`config.mk`:
```
export PLATFORM = sky130hd
export DESIGN_NAME = life_scanout
export DESIGN_NICKNAME = d
export VERILOG_FILES = /design/src/rtl/life_pkg.sv /design/src/rtl/life_xy_counter.sv /design/src/rtl/life_scanout.sv
export SDC_FILE = /design/constraint.sdc
export NUM_CORES = 1
export LEC_CHECK = 0
export CORE_MARGIN = 2
export CORE_UTILIZATION = 54
export DETAILED_ROUTE_END_ITERATION = 8
export HOLD_SLACK_MARGIN = 0.08
export PLACE_DENSITY = 0.83
export SYNTH_ARGS = -nofsm -noshare
export SYNTH_HDL_FRONTEND = slang
export SYNTH_SLANG_ARGS = --single-unit
```
`constraint.sdc`:
```
create_clock -name clk -period 3.6 [get_ports clk]
set_input_delay 0.72 -clock clk [delete_from_list [all_inputs] [get_ports clk]]
set_output_delay 0.72 -clock clk [all_outputs]
set_load 0.02 [all_outputs]
```
`src/rtl/life_pkg.sv`:
```
// Shared types and default board geometry for the Life scan-out block.
package life_pkg;

  localparam int X_DEF     = 8;
  localparam int Y_DEF     = 8;
  localparam int LOG2X_DEF = 3;
  localparam int LOG2Y_DEF = 3;

  typedef enum logic {
    IDLE = 1'b0,
    SCAN = 1'b1
  } life_state_e;

endpackage

```
`src/rtl/life_xy_counter.sv`:
```
// Raster x/y counter with row-end (eol) and frame-end (eof) decode.
module life_xy_counter
  import life_pkg::*;
#(
  parameter int X     = X_DEF,
  parameter int Y     = Y_DEF,
  parameter int LOG2X = LOG2X_DEF,
  parameter int LOG2Y = LOG2Y_DEF
) (
  input  logic             clk,
  input  logic             rst_n,
  input  logic             clear,
  input  logic             step,
  output logic [LOG2X-1:0] x,
  output logic [LOG2Y-1:0] y,
  output logic             eol,
  output logic             eof
);

  // Wrap is decoded from X-1/Y-1 so non power-of-two boards work.
  assign eol = (x == LOG2X'(X - 1));
  assign eof = eol && (y == LOG2Y'(Y - 1));

  always_ff @(posedge clk or negedge rst_n) begin
    if (!rst_n) begin
      x <= '0;
      y <= '0;
    end else if (clear) begin
      x <= '0;
      y <= '0;
    end else if (step) begin
      if (eol) begin
        x <= '0;
        y <= eof ? '0 : y + LOG2Y'(1);
      end else begin
        x <= x + LOG2X'(1);
      end
    end
  end

endmodule

```
`src/rtl/life_scanout.sv`:
```
// Streams a captured Life board one cell per valid/ready transfer in raster order.
// Optional build macro LIFE_SCANOUT_DROPCNT_EN adds drop_cnt (ignored gen_valid pulses).
module life_scanout
  import life_pkg::*;
#(
  parameter int X     = X_DEF,
  parameter int Y     = Y_DEF,
  parameter int LOG2X = LOG2X_DEF,
  parameter int LOG2Y = LOG2Y_DEF
) (
  input  logic             clk,
  input  logic             rst_n,
  input  logic [X*Y-1:0]   board,
  input  logic             gen_valid,
  output logic             busy,
  output logic             out_valid,
  input  logic             out_ready,
  output logic             out_data,
  output logic [LOG2X-1:0] out_x,
  output logic [LOG2Y-1:0] out_y,
  output logic             out_sof,
  output logic             out_eol,
  output logic             out_eof,
`ifdef LIFE_SCANOUT_DROPCNT_EN
  output logic [7:0]       drop_cnt,
`endif
  output life_state_e      dbg_state
);

  // Handshake: a cell moves on every rising edge where out_valid && out_ready;
  // while out_valid is high and out_ready low, all out_* signals hold.

  localparam int N  = X * Y;
  localparam int IW = (N > 1) ? $clog2(N) : 1;

  life_state_e      state_q, state_d;
  logic [N-1:0]     snap_q;
  logic [LOG2X-1:0] x;
  logic [LOG2Y-1:0] y;
  logic             eol, eof;
  logic             transfer, last_xfer, capture;
  logic [IW-1:0]    idx;

  assign transfer  = (state_q == SCAN) && out_ready;
  assign last_xfer = transfer && eof;
  // A new generation is only accepted when idle or on the frame's final edge.
  assign capture   = gen_valid && ((state_q == IDLE) || last_xfer);

  always_ff @(posedge clk or negedge rst_n) begin
    if (!rst_n) begin
      state_q <= IDLE;
      snap_q  <= '0;
    end else begin
      state_q <= state_d;
      if (capture) snap_q <= board;
    end
  end

  always_comb begin
    state_d = state_q;
    case (state_q)
      IDLE:    if (capture) state_d = SCAN;
      SCAN:    if (last_xfer) state_d = capture ? SCAN : IDLE;
      default: state_d = IDLE;
    endcase
  end

  life_xy_counter #(
    .X     (X),
    .Y     (Y),
    .LOG2X (LOG2X),
    .LOG2Y (LOG2Y)
  ) u_xy (
    .clk   (clk),
    .rst_n (rst_n),
    .clear (capture),
    .step  (transfer),
    .x     (x),
    .y     (y),
    .eol   (eol),
    .eof   (eof)
  );

  assign idx       = IW'(y) * IW'(X) + IW'(x);
  assign out_valid = (state_q == SCAN);
  assign busy      = out_valid;
  assign out_data  = out_valid && snap_q[idx];
  assign out_x     = x;
  assign out_y     = y;
  assign out_sof   = out_valid && (x == '0) && (y == '0);
  assign out_eol   = out_valid && eol;
  assign out_eof   = out_valid && eof;
  assign dbg_state = state_q;

`ifdef LIFE_SCANOUT_DROPCNT_EN
  logic ignored;
  assign ignored = gen_valid && (state_q == SCAN) && !last_xfer;

  always_ff @(posedge clk or negedge rst_n) begin
    if (!rst_n)                        drop_cnt <= '0;
    else if (ignored && drop_cnt != 8'hFF) drop_cnt <= drop_cnt + 8'd1;
  end
`endif

endmodule

```
---- After elaboration in Yosys (flattened, before gate mapping) ----
Cells that the tools add are included.
storage, ports and cells
  bits in registers ....................... 71
  output and inout bits ................... 13
  logic and storage cells ................. 38
cells by class
  add/sub/neg operators ................... 3
  magnitude comparators ................... 1
  equality and inequality tests ........... 2
  mux-type cells .......................... 12
  bitwise logic cells ..................... 1
  reduce and logical (&&, ||, !) cells .... 15
operators by type and width
  kind                                                                           number
  3-bit two-way mux                                                              7
  1-bit logical AND                                                              9
  6-bit by 7-bit less-than comparator with 1-bit output (second input constant)  1
  3-bit by 1-bit adder with 3-bit output (second input constant)                 2
  6-bit by 3-bit adder with 6-bit output                                         1
  1-bit binary-select mux with 6-bit select                                      1
  3-bit equality test (second input constant)                                    2
  3-bit logical NOT                                                              2
  2-bit nonzero test                                                             2
  1-bit two-way mux                                                              3
  1-bit one-hot mux with 2 select lines                                          1
  2-bit AND reduction                                                            1
  1-bit logical OR                                                               1
  1-bit NOT                                                                      1

---- Depth between registers and ports, before layout ----
Gate-level depths: netlist of run 1.
  depth after elaboration ................. 8
  gate-level depth with buffers ........... 8
  depth with buffers taken out ............ 6

---- Cells and area by module ----
From an unflattened synthesis of run 1, not the netlist that was laid out.
unflattened totals
  cell total of the unflattened synthesis .. 368
  area total of the unflattened synthesis .. 3415.8 sq um
by module, submodules not included
  module           instances  cells an instance  area an instance (sq um)
  life_scanout     1          340                3076.7
  life_xy_counter  1          28                 339.1

---- Worst setup path after synthesis of run 1 ----
Ideal clock, no wire load.
  kind .................................... register to output
  start point ............................. register u_xy.x[1]
  end point ............................... output port out_data
  arrival ................................. 1.776 ns
  data required time ...................... 2.880 ns
  path slack .............................. 1.104 ns
  cell stages (with the launch flop) ...... 8
  path buffers ............................ 2
  path through ............................ dfrtp_1 > buf_6 > buf_6 > mux4_2 > mux2i_1 > nand2_1 > a21oi_1 > o32ai_1
between the ends
  cells in the longest elaborated chain, start to end .. 4
RTL lines
  what                                       RTL line               source
  from (decl)                                life_xy_counter.sv:14  output logic [LOG2X-1:0] x,
  from (signal assigned)                     life_xy_counter.sv:36  x <= x + LOG2X'(1);
  6-bit by 3-bit adder with 6-bit output     life_scanout.sv:84     assign idx = IW'(y) * IW'(X) + IW'(x);
  1-bit binary-select mux with 6-bit select  life_scanout.sv:87     assign out_data = out_valid && snap_q[idx];
  1-bit two-way mux (implied by the code)    life_scanout.sv:87
  1-bit logical AND                          life_scanout.sv:87
  to (decl)                                  life_scanout.sv:18     output logic out_data,
No other way between the ends. The select of a mux whose other input is x is not followed.

---- Worst setup path in the final report of run 1 ----
  start point ............................. register u_xy.x[2]
  end point ............................... output port out_data
Same word-level chain as after synthesis.

==> results by stage, run 1 <==
Outcome:
- The run finished with clean final reports.

Floorplan:
- After floorplanning, the core was divided into 29 placement rows.
- The die covers 0.007126 mm2.
- The initial cell density of the core is 55.31%.
- The total area inside the core boundary comes to 0.006314 mm2.
- During I/O placement, the number of pins put on the boundary was 81.
- The chip width is 84.42 um.
- In this run the vertical extent of the chip is 84.42 um.

Power:
- The power per unit of standard cell area is 554.4 mW/mm2.
- The cell-internal power is 1.650 mW.
- The part of the total power dissipated in the clock network is 21.7%.
- The switching part of the total power is 32.52%.
- VDD sags by at most 524.5 uV.
- Summed over all nets, the switching power comes to 0.7951 mW.
- The part of the power in combinational logic is 36.5%.
- The part of the total power dissipated in sequential elements is 41.8%.
- The leakage component of the power is 1.895 nW.

Critical path:
- The type of element capturing the critical path is an output port.
- STA classifies the critical path startpoint as a flop.
- Data on the critical path arrives at its endpoint at 2610 ps.
- In this run the worst path has a maximum fanout of 12.
- The category of the critical setup timing path is reg2out.
- The start of the worst register-to-register path is u_xy.x[0]$_DFFE_PN0P_.
- The endpoint of the worst-slack reg-to-reg timing path is snap_q[23]$_DFFE_PN0P_.
- The data required time of the critical path is 2880 ps.
- The worst reg2reg path depth is 8.
- The worst setup slack for register-to-register paths is 1320 ps.

Routing:
- The initial DRC count is 104.
- Dividing the detail-routed wire length by the instance count gives 17.93 um.
- The pre-antenna-repair detailed-routing pass consisted of 4 iterations.
- The final wirelength is 7065 um.
- The detailed router placed 2238 vias in this run.
- The number of vias per cell after detailed routing is 5.680.
- The number of nets still failing antenna checks after routing is 0.
- After detailed routing, the number of remaining DRC violations is 0.

STA:
- The worst path needs 3329 ps of the cycle, external delays included.
- The number of max-slew violations in the final report is 0.
- For the pin with the worst max-slew slack, the measured transition is 1124 ps.
- The number of hold violations in the final report is 0.
- The summed negative setup slack over all endpoints is 0 ps.
- The worst-case clock skew is 4.237 ps.
- Headroom to the max-slew limit came out at 25.09%.
- For this run, the top clock speed supported by timing is 0.3004 GHz.
- Setup violations remaining at the end of the flow were counted as 0.
- Setup repair after global routing left no endpoint under its margin.
- The share of the clock period used by the worst path is 92.48%.

Place:
- The half-perimeter wire length after detailed placement is 5146 um.
- The final RePlAce weighted congestion is 0.8269.
- The count of buffers added on input and output ports is 80.

Min path:
- The endpoint of the worst hold-timing path is snap_q[11]$_DFFE_PN0P_.
- The worst hold path depth is 1.
- The worst hold path begins at snap_q[11]$_DFFE_PN0P_.
- The type of the tightest min-delay check is reg2reg.

Logic synthesis:
- The share of the Yosys chip area taken by registers is 50.88%.
- The most instantiated flip-flop cell in the synthesis netlist is sky130_fd_sc_hd__dfrtp_1.
- The number of enable-type register cells in the synthesized netlist is 0.
- The post-synthesis async set-or-reset flop share is 100.0%.
- The mapped netlist covers 0.003492 mm2.
- The post-synthesis instance total is 233.
- During synthesis, Yosys emitted a total of 0 warnings.
- Counting every net in the synthesized netlist gives 307.
- The average instance in the mapped netlist occupies 14.99 um2.
- The number of library cell types mapped by synthesis is 36.
- After synthesis the netlist holds a flip-flop and latch count of 71.

Global routing:
- For this run the aggregate overflow at the end of global routing stands at 0.
- Entering global routing, the biggest net connects 65 pins.
- The number of antenna violations at the first check in global routing is 0.
- The number of global-route vias before repair is 2469.
- The wire length of the first global-routing pass is 11650 um.
- Across every metal layer, demand over resource in global routing totals 21.16%.

CTS:
- The clock root buffer is sky130_fd_sc_hd__clkbuf_8.
- For this design, the sink count on the clock tree is 71.
- TritonCTS built the clock tree.
- The H-tree depth is 3.
- The clock reaches the later pin of the worst-skew pair after 340 ps.
- Clock-pin slew was measured on the worst setup and hold paths at 70 ps.
- The total clock buffers created by CTS is 9.
- The number of resized instances in the post-cts repair step is 0.
- In this run, post-CTS hold repair placed 0 buffers.
- The clock passes through at most 2 buffers.
- The number of setup buffers added after CTS is 0.

Final layout:
- The fraction of final layout cells sized beyond drive strength 1 is 29.34%.
- The post-layout utilization of the core is 69.86%.
- Compared with the post-synthesis result, the final layout area differs by 26.30%.
- The net count of the finished layout is 386.
- The total inserted antenna cells is 0.
- The fill cell instance count of the final layout is 465.

Job:
- The total of max-cap violations is 0.
## layer usage
layer / vias up / track usage (%) / wire, um
met5: - / 0 / 0
met4: 0 / 7.937 / 116
met3: 13 / 5.506 / 339
met2: 73 / 36.36 / 3666
met1: 1129 / 25.85 / 2941
li1: 1023 / - / -
## flip-flops by register name, summed over array words and instances, names as in the netlist
name,count
busy,1
u_xy.x,3
u_xy.y,3
snap_q,64
## layout make-up
cell class | instances | area, um2 | area share (%)
sequential | 71 | 1777 | 40.28
multi-input combinational | 140 | 1515 | 34.35
timing repair buffer | 85 | 845.8 | 19.18
clock buffer | 12 | 135.1 | 3.064
tap | 77 | 96.34 | 2.184
clock inverter | 4 | 22.52 | 0.5106
inverter | 5 | 18.77 | 0.4255
## synth_stat cells, drive strengths merged, types with 3 or more instances
cell type / number / share of area (%)
dfrtp: 71 / 51
inv: 4 / 0.43
mux2: 65 / 21
buf: 17 / 5.2
and2: 3 / 0.54
nand3: 10 / 1.4
nand2: 9 / 0.97
ha: 6 / 2.1
mux4: 14 / 9.8
mux2i: 7 / 2.0
o31ai: 3 / 0.64
## logic make-up after synthesis
kind of cell    count (synthesis)  share of synthesized area [%]
mux                            86                          32.75
flops                          71                          50.88
simple gates                   31                          4.766
fa+ha+maj                       6                          2.150
compound gates                 17                          3.691
buf+inv                        22                          5.768
## worst max path at each step
stage | from | endpoint | cells past startpoint
after floorplan | u_xy.x[1]$_DFFE_PN0P_ | out_data | 7
after global placement | u_xy.x[0]$_DFFE_PN0P_ | out_data | 7
after detailed placement | u_xy.x[2]$_DFFE_PN0P_ | out_data | 6
after CTS | u_xy.x[2]$_DFFE_PN0P_ | out_data | 6
after global routing | u_xy.x[2]$_DFFE_PN0P_ | out_data | 6
final | u_xy.x[2]$_DFFE_PN0P_ | out_data | 6
## through the flow
step           setup WS [ps]  power, mW  cells  area (um2)  hold WS [ps]
2_1_floorplan           1104      1.635    233        3492         424.4
3_3_place_gp           648.6      1.893    378        4253         482.1
4_1_cts                237.0      2.462    394        4410         507.9
5_1_grt                143.7      2.582    394        4410         525.1
3_5_place_dp           617.7      1.930    378        4253         491.9
6_report               270.7      2.445    394        4410         506.0
## critical path, stage by stage, from the launching register on
cell and delay, ps:
sky130_fd_sc_hd__dfrtp_1 670, sky130_fd_sc_hd__inv_2 220, sky130_fd_sc_hd__mux2i_1 160, sky130_fd_sc_hd__nand2_1 70
sky130_fd_sc_hd__a21oi_1 70, sky130_fd_sc_hd__o32ai_1 400, sky130_fd_sc_hd__clkdlybuf4s50_1 680
## cells in the final DEF (no fill, tap or decap), types with 2 or more instances in the layout
master,instances
sky130_fd_sc_hd__clkbuf_1,3
sky130_fd_sc_hd__mux4_2,7
sky130_fd_sc_hd__clkdlybuf4s50_1,79
sky130_fd_sc_hd__buf_4,4
sky130_fd_sc_hd__nand2b_1,2
sky130_fd_sc_hd__a21oi_1,2
sky130_fd_sc_hd__clkbuf_8,9
sky130_fd_sc_hd__ha_1,6
sky130_fd_sc_hd__o31ai_1,3
sky130_fd_sc_hd__and2_1,2
sky130_fd_sc_hd__mux2_2,65
sky130_fd_sc_hd__mux4_1,7
sky130_fd_sc_hd__a22o_1,2
sky130_fd_sc_hd__inv_1,3
sky130_fd_sc_hd__o21ai_0,2
sky130_fd_sc_hd__nand2_1,9
sky130_fd_sc_hd__clkinv_2,3
sky130_fd_sc_hd__dfrtp_1,71
sky130_fd_sc_hd__mux2i_1,7
sky130_fd_sc_hd__nand3_1,10
## power by group through the flow
stage	logic [mW]	clock network (mW)	registers (mW)
floorplan	0.616	0	1.02
global placement	0.867	0	1.03
detailed placement	0.893	0	1.04
CTS	0.898	0.541	1.02
global route	0.967	0.575	1.04
finish	0.894	0.530	1.02
Note: power is estimated with default switching activity, not from simulation.
==> inputs of run 2 (changes only) <==
--- a/config.mk
+++ b/config.mk
@@ -7,6 +7,7 @@
 export LEC_CHECK = 0
 export CORE_MARGIN = 2
 export CORE_UTILIZATION = 54
+export CTS_BUF_LIST = sky130_fd_sc_hd__clkbuf_4 sky130_fd_sc_hd__clkbuf_8 sky130_fd_sc_hd__clkbuf_16
 export DETAILED_ROUTE_END_ITERATION = 8
 export HOLD_SLACK_MARGIN = 0.08
 export PLACE_DENSITY = 0.83
==> results by stage, run 2 (synthesis gave the netlist of run 1 again) <==
Outcome:
- Run status: completed (unchanged).

Global routing:
- The met2 global-route usage came to 36.22% (was 36.36%).
- The total congestion overflow after global routing is 0 (unchanged).
- The met3 capacity usage during global routing is 5.506% (unchanged).
- The maximum number of pins on one net before global-route repair is 65 (unchanged).
- The number of antenna violations at the first check in global routing is 0 (unchanged).
- The number of global-route vias before repair is 2472 (was 2469).
- The wire length of the first global-routing pass came to 11730 um (was 11650 um).
- The most crowded layer after global routing was met2 (unchanged).
- The met1 layer usage reported by global route came to 25.92% (was 25.85%).
- The total track usage was 21.29% (was 21.16%).

Routing:
- The number of vias per cell after detailed routing is 5.706 (was 5.680).
- The iteration count of the initial detailed-routing pass is 4 (unchanged).
- The initial DRC count is 112 (was 104).
- The final wirelength is 7061 um (was 7065 um).
- The number of nets still failing antenna checks after routing is 0 (unchanged).
- The wire length per cell after detailed routing is 17.92 um (was 17.93 um).
- The number of remaining DRC errors came to 0 (unchanged).
- The number of vias after detailed routing came to 2248 (was 2238).

STA:
- The summed negative setup slack over all endpoints is 0 ps (unchanged).
- The worst setup margin is 278.8 ps (was 270.7 ps).
- The share of the clock period used by the worst path is 92.26% (was 92.48%).
- The final number of setup-violating endpoints came to 0 (unchanged).
- The number of max-slew violations in the final report is 0 (unchanged).
- The transition at the pin with the smallest max-transition slack is 1117 ps (was 1124 ps).
- The number of hold violations in the final report was 0 (unchanged).
- The timing-limited maximum frequency is 0.3011 GHz (was 0.3004 GHz).
- The worst-case clock skew is 4.327 ps (was 4.237 ps).
- The final hold slack is 506.4 ps (was 506.0 ps).
- The clock period minus worst slack was 3321 ps (was 3329 ps).
- The worst max-slew margin expressed relative to the limit is 25.51% (was 25.09%).
- Setup repair after global routing missed its margin: no (unchanged).

Final layout:
- The fill cell instance count of the final layout is 464 (was 465).
- The count of non-filler cells in the finished layout is 394 (unchanged).
- The largest register by flop count was snap_q (unchanged).
- The number of flip-flops under the largest register name came to 64 (unchanged).
- The total inserted antenna cells is 0 (unchanged).
- The fraction of final layout cells sized beyond drive strength 1 is 30.28% (was 29.34%).
- The area growth from synthesis to final layout came to 26.62% (was 26.30%).
- The post-layout utilization of the core was 70.04% (was 69.86%).
- Leading cell types in the layout, fill and taps excluded: 79 x sky130_fd_sc_hd__clkdlybuf4s50_1, 71 x sky130_fd_sc_hd__dfrtp_1, 65 x sky130_fd_sc_hd__mux2_2 (unchanged).
- Registers with the most flip-flops: snap_q (64), u_xy.x (3), u_xy.y (3) (unchanged).
- The final cell area excluding filler cells is 0.004422 mm2 (was 0.004410 mm2).
- The most frequent standard cell in the layout excluding fill and tap cells is sky130_fd_sc_hd__clkdlybuf4s50_1 (unchanged).
- The net count of the finished layout was 386 (unchanged).

Floorplan:
- The initial cell density of the core came to 55.31% (unchanged).
- The I/O pin count was 81 (unchanged).
- The total core area is 0.006314 mm2 (unchanged).
- The overall die area is 0.007126 mm2 (unchanged).
- The overall die height is 84.42 um (unchanged).
- The chip width is 84.42 um (unchanged).
- The number of placement rows is 29 (unchanged).

CTS:
- The clock latency reported for the late side of the worst-skew pair was 340 ps (about the same).
- The buffers inserted during post-CTS setup optimization came to 0 (unchanged).
- The total clock buffers created by CTS was 9 (unchanged).
- The number of resized instances in the post-cts repair step was 0 (unchanged).
- The H-tree depth was 3 (unchanged).
- The clock root buffer is sky130_fd_sc_hd__clkbuf_8 (unchanged).
- The maximum number of buffers from clock root to sink is 2 (unchanged).
- The clock sink total is 71 (unchanged).
- The cts-stage hold buffer count was 0 (unchanged).
- The post-CTS clock slew at the launch and capture registers of the worst setup and hold paths is 70 ps (about the same).
- The TritonCTS clock tree is done (unchanged).

Critical path:
- The type of element capturing the critical path is an output port (unchanged).
- The worst reg2reg path depth is 8 (unchanged).
- The data arrival time of the critical path came to 2600 ps (was 2610 ps).
- The data required time of the critical path is 2880 ps (about the same).
- The worst setup slack for register-to-register paths was 1290 ps (was 1320 ps).
- The start of the worst register-to-register path is u_xy.x[0]$_DFFE_PN0P_ (unchanged).
- The endpoint of the worst-slack reg-to-reg timing path is snap_q[32]$_DFFE_PN0P_ (was snap_q[23]$_DFFE_PN0P_).
- The category of the critical setup timing path was reg2out (unchanged).
- The maximum fanout along the worst path is 9 (was 12).
- The type of origin of the critical path is a flop (unchanged).

Place:
- The worst slack at placement came to 617.7 ps (unchanged).
- The count of buffers from port buffering is 80 (unchanged).
- The placed instance area is 0.004253 mm2 (unchanged).
- The final RePlAce weighted congestion is 0.8269 (unchanged).
- The half-perimeter wire length after detailed placement is 5146 um (unchanged).
- The total placed cells including tap cells came to 378 (unchanged).

Power:
- The overall power is 2.468 mW (was 2.445 mW).
- The net switching power figure is 0.7951 mW (about the same).
- The part of the total power dissipated in the clock network is 22.4% (was 21.7%).
- The part of the total power dissipated in sequential elements is 41.4% (was 41.8%).
- The switching part of the total power came to 32.22% (was 32.52%).
- The cell-internal power was 1.672 mW (was 1.650 mW).
- The part of the power in combinational logic is 36.2% (was 36.5%).
- The leakage component of the power was 1.905 nW (was 1.895 nW).
- The worst IR drop on VDD is 527.1 uV (was 524.5 uV).
- The power per unit of standard cell area is 558.1 mW/mm2 (was 554.4 mW/mm2).

Min path:
- The type of the tightest min-delay check is reg2reg (unchanged).
- The worst hold path depth is 1 (unchanged).
- The beginning of the worst hold path is snap_q[6]$_DFFE_PN0P_ (was snap_q[11]$_DFFE_PN0P_).
- The endpoint of the worst hold-timing path is snap_q[6]$_DFFE_PN0P_ (was snap_q[11]$_DFFE_PN0P_).

Job:
- The total of max-cap violations is 0 (unchanged).
-- run 2: worst max-delay path, cell delays in order (launching register included) --
cell	delay, ps
sky130_fd_sc_hd__dfrtp_1	350
sky130_fd_sc_hd__buf_4	210
sky130_fd_sc_hd__mux4_2	530
sky130_fd_sc_hd__or3_1	310
sky130_fd_sc_hd__a21oi_1	160
sky130_fd_sc_hd__o32ai_1	140
sky130_fd_sc_hd__clkdlybuf4s50_1	570
-- run 2: power by group through the flow --
stage	combinational (mW)	sequential [mW]	clock (mW)
after CTS	0.900	1.02	0.563
after detailed placement	0.893	1.04	0
after global placement	0.867	1.03	0
after floorplan	0.616	1.02	0
final	0.892	1.02	0.553
after global routing	0.970	1.04	0.597
-- run 2: how the worst max path moves through the flow --
stage          cells after the start                   from       end
2_1_floorplan                      7  u_xy.x[1]$_DFFE_PN0P_  out_data
3_3_place_gp                       7  u_xy.x[0]$_DFFE_PN0P_  out_data
3_5_place_dp                       6  u_xy.x[2]$_DFFE_PN0P_  out_data
4_1_cts                            6  u_xy.x[2]$_DFFE_PN0P_  out_data
5_1_grt                            6  u_xy.x[2]$_DFFE_PN0P_  out_data
6_report                           6  u_xy.x[1]$_DFFE_PN0P_  out_data
-- run 2: area by class of cell --
cell class	count	area, um2	share of cell area, %
sequential	71	1777	40.18
multi-input combinational	140	1515	34.27
timing repair buffer	85	845.8	19.13
clock buffer	12	146.4	3.311
tap	77	96.34	2.179
clock inverter	4	22.52	0.5093
inverter	5	18.77	0.4244
-- run 2: metal layers --
metal	part of all wire, %	up-vias
li1	-	1023
met1	41	1128
met2	52	80
met3	5.8	17
met4	2.1	0
met5	0	-
